## config.mk

```make
export PLATFORM = sky130hd
export DESIGN_NAME = receptor_pulsos
export DESIGN_NICKNAME = d
export VERILOG_FILES = /design/src/rtl/receptor_pkg.sv /design/src/rtl/sincronizador.sv /design/src/rtl/receptor_pulsos.sv
export SDC_FILE = /design/constraint.sdc
export NUM_CORES = 1
export LEC_CHECK = 0
export BUFFER_PORTS_ARGS = -buffer_cell sky130_fd_sc_hd__buf_2
export CORE_MARGIN = 8
export CORE_UTILIZATION = 55
export DETAILED_ROUTE_END_ITERATION = 7
export MAX_ROUTING_LAYER = met4
export PLACE_DENSITY = 0.72
export SLEW_MARGIN = 25
export SYNTH_ARGS = -nofsm -noshare
export SYNTH_HDL_FRONTEND = slang
export SYNTH_SLANG_ARGS = --single-unit
export TNS_END_PERCENT = 20
```

## constraint.sdc

```tcl
create_clock -name clk -period 2.7 [get_ports clk]
set_input_delay 0.27 -clock clk [delete_from_list [all_inputs] [get_ports clk]]
set_output_delay 0.27 -clock clk [all_outputs]
set_load 0.01 [all_outputs]
```

## src/rtl/receptor_pkg.sv

```systemverilog
// Shared types and defaults for the pulse-burst receiver.
package receptor_pkg;

  // Default count width and idle gap (in clk cycles) that closes a burst.
  localparam int unsigned CNT_W_DEF        = 4;
  localparam int unsigned IDLE_TIMEOUT_DEF = 16;

  // Idle timer width; IDLE_TIMEOUT must stay within 2..255 to fit.
  localparam int unsigned TIMER_W = 8;

  typedef enum logic [1:0] {
    IDLE  = 2'd0,
    COUNT = 2'd1,
    DONE  = 2'd2
  } estado_t;

endpackage

```

## src/rtl/sincronizador.sv

```systemverilog
// Two-flop synchroniser bringing the asynchronous pulse line into the clk domain.
module sincronizador (
  input  logic clk,
  input  logic reset,
  input  logic d,
  output logic q
);

  logic s1;
  logic s2;

  // Double-register the input; both stages clear on reset.
  always_ff @(posedge clk) begin
    if (reset) begin
      s1 <= 1'b0;
      s2 <= 1'b0;
    end else begin
      s1 <= d;
      s2 <= s1;
    end
  end

  assign q = s2;

endmodule

```

## src/rtl/receptor_pulsos.sv

```systemverilog
// Counts rising edges of a gated pulse train, groups them into bursts closed by an
// idle gap, and holds the result until the consumer acknowledges it.
module receptor_pulsos
  import receptor_pkg::*;
#(
  parameter int unsigned CNT_W        = CNT_W_DEF,
  parameter int unsigned IDLE_TIMEOUT = IDLE_TIMEOUT_DEF
) (
  input  logic             clk,
  input  logic             reset,
  input  logic             pulse_in,
  input  logic             ack,
  output logic [CNT_W-1:0] count,
  output logic             valid,
  output logic             busy,
  output logic             overflow,
  output logic             lost
);

  localparam logic [CNT_W-1:0]   CNT_MAX    = '1;
  localparam logic [TIMER_W-1:0] TIMER_LAST = TIMER_W'(IDLE_TIMEOUT - 1);

  logic               s2;
  logic               s3;
  logic [2:0]         vld;
  logic               flanco;
  estado_t            estado;
  logic [TIMER_W-1:0] timer;

  sincronizador u_sinc (
    .clk   (clk),
    .reset (reset),
    .d     (pulse_in),
    .q     (s2)
  );

  // Third copy for edge detection, plus a record of how many stages hold real samples.
  always_ff @(posedge clk) begin
    if (reset) begin
      s3  <= 1'b0;
      vld <= '0;
    end else begin
      s3  <= s2;
      vld <= {vld[1:0], 1'b1};
    end
  end

  // Until s3 carries a post-reset sample its zero is only the reset value, so a line
  // held high through reset must not be mistaken for a rise.
  assign flanco = s2 & ~s3 & vld[2];

  // Burst FSM with counter, idle timer and status flags, all registered.
  always_ff @(posedge clk) begin
    if (reset) begin
      estado   <= IDLE;
      count    <= '0;
      timer    <= '0;
      overflow <= 1'b0;
      lost     <= 1'b0;
      valid    <= 1'b0;
      busy     <= 1'b0;
    end else begin
      unique case (estado)
        IDLE: begin
          if (flanco) begin
            estado <= COUNT;
            count  <= CNT_W'(1);
            timer  <= '0;
            busy   <= 1'b1;
          end
        end
        COUNT: begin
          if (flanco) begin
            // An edge always wins over a timeout landing in the same cycle.
            timer <= '0;
            if (count == CNT_MAX) begin
              overflow <= 1'b1;
            end else begin
              count <= count + 1'b1;
            end
          end else if (timer == TIMER_LAST) begin
            estado <= DONE;
            busy   <= 1'b0;
            valid  <= 1'b1;
          end else begin
            timer <= timer + 1'b1;
          end
        end
        DONE: begin
          // Edges here are dropped, including on the ack cycle.
          if (flanco) begin
            lost <= 1'b1;
          end
          if (ack) begin
            estado   <= IDLE;
            valid    <= 1'b0;
            count    <= '0;
            overflow <= 1'b0;
            timer    <= '0;
          end
        end
        default: begin
          estado   <= IDLE;
          count    <= '0;
          timer    <= '0;
          overflow <= 1'b0;
          valid    <= 1'b0;
          busy     <= 1'b0;
        end
      endcase
    end
  end

endmodule

```

# After elaboration in Yosys (flattened, before gate mapping)
# Index checks and enable logic that the tools add are counted.
# op_classes
addsub	2
eq_ne	12
muxes	27
bitwise	5
n_reduce_logical	8
# op_table
cell	n
$mux 8	4
$pmux 8 s3	1
$reduce_and 4->1	5
$mux 4	4
$ne 2x2->1 const B	7
$pmux 4 s3	1
$mux 1	9
$pmux 1 s3	3
$add 8x1->8 const B	1
$eq 8x4->1 const B	1
$mux 2	4
$pmux 2 s3	1
$add 4x1->4 const B	1
$eq 4x4->1 const B	1
$ne 3x3->1 const B	1
$not 1->1	3
$reduce_and 3->1	1
$and 1x1->1	2
$eq 2x1->1 const B	1
$eq 2x2->1 const B	1
$logic_not 2->1	1
$reduce_and 2->1	1
# totals
register_bits	24
output_inout_bits	8
word_cells	66

# Depth between registers and ports, before layout
# logic_depth
depth_word	5
mapped_depth	5
depth_no_buf	5

# By module
# A second synthesis with hierarchy kept.
# unflattened
cells_unflattened	125
hier_area_um2	1131.1
# modules_own_cells
module	instances	cells_each	area_each_um2	seq_area_each_um2
receptor_pulsos	1	121	1078.5	440.4
sincronizador	1	4	52.6	40.0

# Least setup slack after synthesis
# No wires, ideal clock.
# synth_timing
path_kind	reg2reg
startpoint	reg timer[0]
endpoint	reg timer[4]
setup_ns	0.071
t_arrival_ns	1.347
required_time_ns	2.629
setup_slack_ns	1.282
stages_incl_launch_ff	5
period_less_slack_ns	1.418
path_cell_list	dfxtp_1 ha_1 nand3_2 or4_1 a21oi_1
# synth_between
elab_chain_cells	4
# synth_lines
element	line	rtl
from (decl)	receptor_pulsos.sv:28	logic [TIMER_W-1:0] timer;
from (signal assigned)	receptor_pulsos.sv:86	timer <= timer + 1'b1;
$add 8x1->8	receptor_pulsos.sv:86	
$mux 8	receptor_pulsos.sv:81	end else if (timer == TIMER_LAST) begin
$mux 8	receptor_pulsos.sv:73	if (flanco) begin
$pmux 8 s3	receptor_pulsos.sv:63	unique case (estado)
# Several ways; a longest one is shown, not always the timed one. The select of a mux whose other input is x is not followed.
# A chain may end at the register's enable or synchronous reset.

# Worst setup path in the final report
# Same ends and word-level chain as after synthesis.

==> results.tsv <==
metric	value	unit
run_status	finished, final reports clean	
placed_area	1206	um^2
ys_seq_area_share	41.78	%
hold_class	primary input to flop	
tightest_slew	0.4202	ns
clk_latency	0.31	ns
power_density	465.1	nW/um^2
synthArstFlopShare	0	%
slowest_stage	or4_1	
fill_cells	189	
cp_data_arrival_time	1.82	ns
worstPathRequired	2.94	ns
power_leakage	0.4496	nW
hold_viol	0	
cp_max_fo	5	
vias_per_cell	6.024	
cts.path.max_buffers	2	
synth-main-ff-cell	dfxtp_1	
combPwrFrac	4.7	%
routed_wl	2312	um
die_h	61.73	um
diodes	0	
cts_setup_buffers	0	
grt_pass1_wl	3912	um
report.final.slew_viol_count	0	
rsz0062_at_grt	no	
clkTransAtPathRegs	0.13	ns
cts_tree	yes	
crit_chain	ha_1 -> nand3_2 -> or4_1 -> a21oi_1	
vdd_drop_max	358.0	uV
cts_root_buffer	clkbuf_4	
fin_nets	146	
place_hpwl	1663	um
grt_pass1_vias	886	
port_buffers	11	
yosys_register_bits	24	
dp.cells	162	
avgSynthCellArea	8.914	um^2
grt_max_degree	24	
seqPwrFrac	63.1	%
intPower	453.6	uW
fin_crit	1.578	ns
p_sw_share	21.50	%
drt_first_iter_violations	27	
max-slew-margin-rel	71.95	%
critPathBufInv	0	
first_pass_iters	4	
critPathLaunchType	flop	
synth_edf_count	0	
maxCapViolCount	0	
core_area	1962	um^2
yosys_warnings	0	
synth.distinct_cells	46	
ioPinCount	12	
wl_per_cell	13.93	um
grt_overflow_total	0	
critical_path_class	flop to flop	
holdWs	0.1593	ns
via_count	1000	
die_area	3810	um^2
tns	0	ns
finClkSkew	0.005313	ns
syn_to_final_growth	8.052	%
post-route-cell-area	1242	um^2
synth_area	1150	um^2
cts_max_level	1	
synth_fp_nets	135	
initial_core_util	58.61	%
slowest_delay	0.53	ns
postCtsHoldBufs	0	
syn_inst	129	
gp_congestion	0.8621	
cts_made_buffers	3	
remaining_drc_errors	0	
die_w	61.73	um
ant_nets	0	
final_cells	166	
grt.total_usage	13.53	%
report.power.total	577.9	uW
antenna_found_initial	0	
post_cts_resized	0	
switchingPower	124.3	uW
finalSetupViolCount	0	
fin_crit_sh	58.44	%
clock-sinks	24	
pwr-share-clk	32.2	%
layout-drive-gt1-share	17.27	%
critPathTopFamily	simple AND/OR/NAND/NOR gates	
fmax	633.7	MHz
crit_path_end_kind	flop	
rows	16	
[sequential cells by signal, summed over array words and instances, names as in the netlist]
| name | flops |
|---|---|
| busy | 1 |
| count | 4 |
| estado | 2 |
| lost | 1 |
| overflow | 1 |
| s3 | 1 |
| timer | 8 |
| u_sinc.q | 1 |
| u_sinc.s1 | 1 |
| valid | 1 |
| vld | 3 |
[worst paths after layout]
path / from / end / slack, ns / cells after the start
setup reg to reg: timer[0]$_SDFFE_PP0P_ / timer[4]$_SDFFE_PP0P_ / 1.12 / 4
hold / removal: pulse_in / u_sinc.s1$_SDFF_PP0_ / 0.16 / 2
setup / recovery: timer[0]$_SDFFE_PP0P_ / timer[4]$_SDFFE_PP0P_ / 1.12 / 4
hold reg to reg: vld[1]$_SDFF_PP0_ / vld[2]$_SDFF_PP0_ / 0.46 / 1
[final cells by class]
type	count	area [um^2]	area share [%]
Tap cell	27	33.78	2.719
Sequential cell	24	480.5	38.67
Inverter	3	11.26	0.9063
Multi-Input combinational cell	97	625.6	50.35
Clock buffer	4	36.28	2.920
Timing Repair Buffer	11	55.05	4.431
[cells by family after synthesis]
logic type,share of synthesized area [%]
simple gates,29.16
compound gates,23.07
flops,41.78
buf+inv,3.808
fa+ha+maj,2.176
[layout by cell type (no fill, tap or decap), types with 3 or more instances in the layout]
cell type and count:
o21ai_0 4, nor2_1 5, nand2_1 11, nand3_1 5, nor2b_1 7, a21oi_1 14
clkbuf_4 3, inv_1 3, buf_2 11, o21ai_1 4, or3_1 3, a31oi_1 3
dfxtp_1 24, nor3_1 3
[synth_stat cells, types with 2 or more instances]
cell type | instances | area [um^2]
nand4_1 | 2 | 12.51
a21boi_1 | 2 | 15.01
inv_1 | 3 | 11.26
a311oi_1 | 2 | 17.52
a21oi_1 | 14 | 70.07
o21bai_1 | 2 | 15.01
nand3_1 | 5 | 25.02
nor3_1 | 3 | 15.01
o21ai_0 | 4 | 20.02
nor2b_1 | 7 | 43.79
or3_1 | 3 | 18.77
nor2_1 | 5 | 18.77
a31oi_1 | 3 | 18.77
or4_1 | 2 | 15.01
ha_1 | 2 | 25.02
dfxtp_1 | 24 | 480.5
o21ai_1 | 4 | 20.02
nand2_1 | 11 | 41.29
o211ai_1 | 2 | 15.01
clkbuf_1 | 2 | 7.510
nand2b_1 | 2 | 12.51
[power by group through the flow]
stage / registers, mW / clock network, mW / logic (mW)
after CTS: 0.365 / 0.189 / 0.0273
after global routing: 0.365 / 0.204 / 0.0303
after detailed placement: 0.372 / 0 / 0.0272
final: 0.365 / 0.186 / 0.0272
after global placement: 0.372 / 0 / 0.0270
after floorplan: 0.372 / 0 / 0.0189
[metrics by stage]
step | setup slack [ns] | utilization [%]
after CTS | 1.127 | 63.33
final | 1.122 | 63.33
after detailed placement | 1.167 | 61.48
after global routing | 1.041 | 63.33
after global placement | 1.182 | 61.48
after floorplan | 1.282 | -
[worst register-to-register path, delay by kind of cell, from the launching register on]
kind / cells / cell delay [ns]
flip-flops: 1 / 0.42
AND/OR/NAND/NOR: 2 / 0.69
AO/OA/AOI/OAI: 1 / 0.16
adder cells (fa/ha/maj): 1 / 0.25
[per-layer routing]
layer | GRT usage, % | routed length, um | up-vias
li1 | - | - | 501
met1 | 18.68 | 1146 | 473
met3 | 2.469 | 127 | 2
met2 | 19.20 | 1028 | 24
met4 | 4.545 | 10 | 0
met5 | - | 0 | -
No activity file was read; power rests on OpenSTA's default activity.
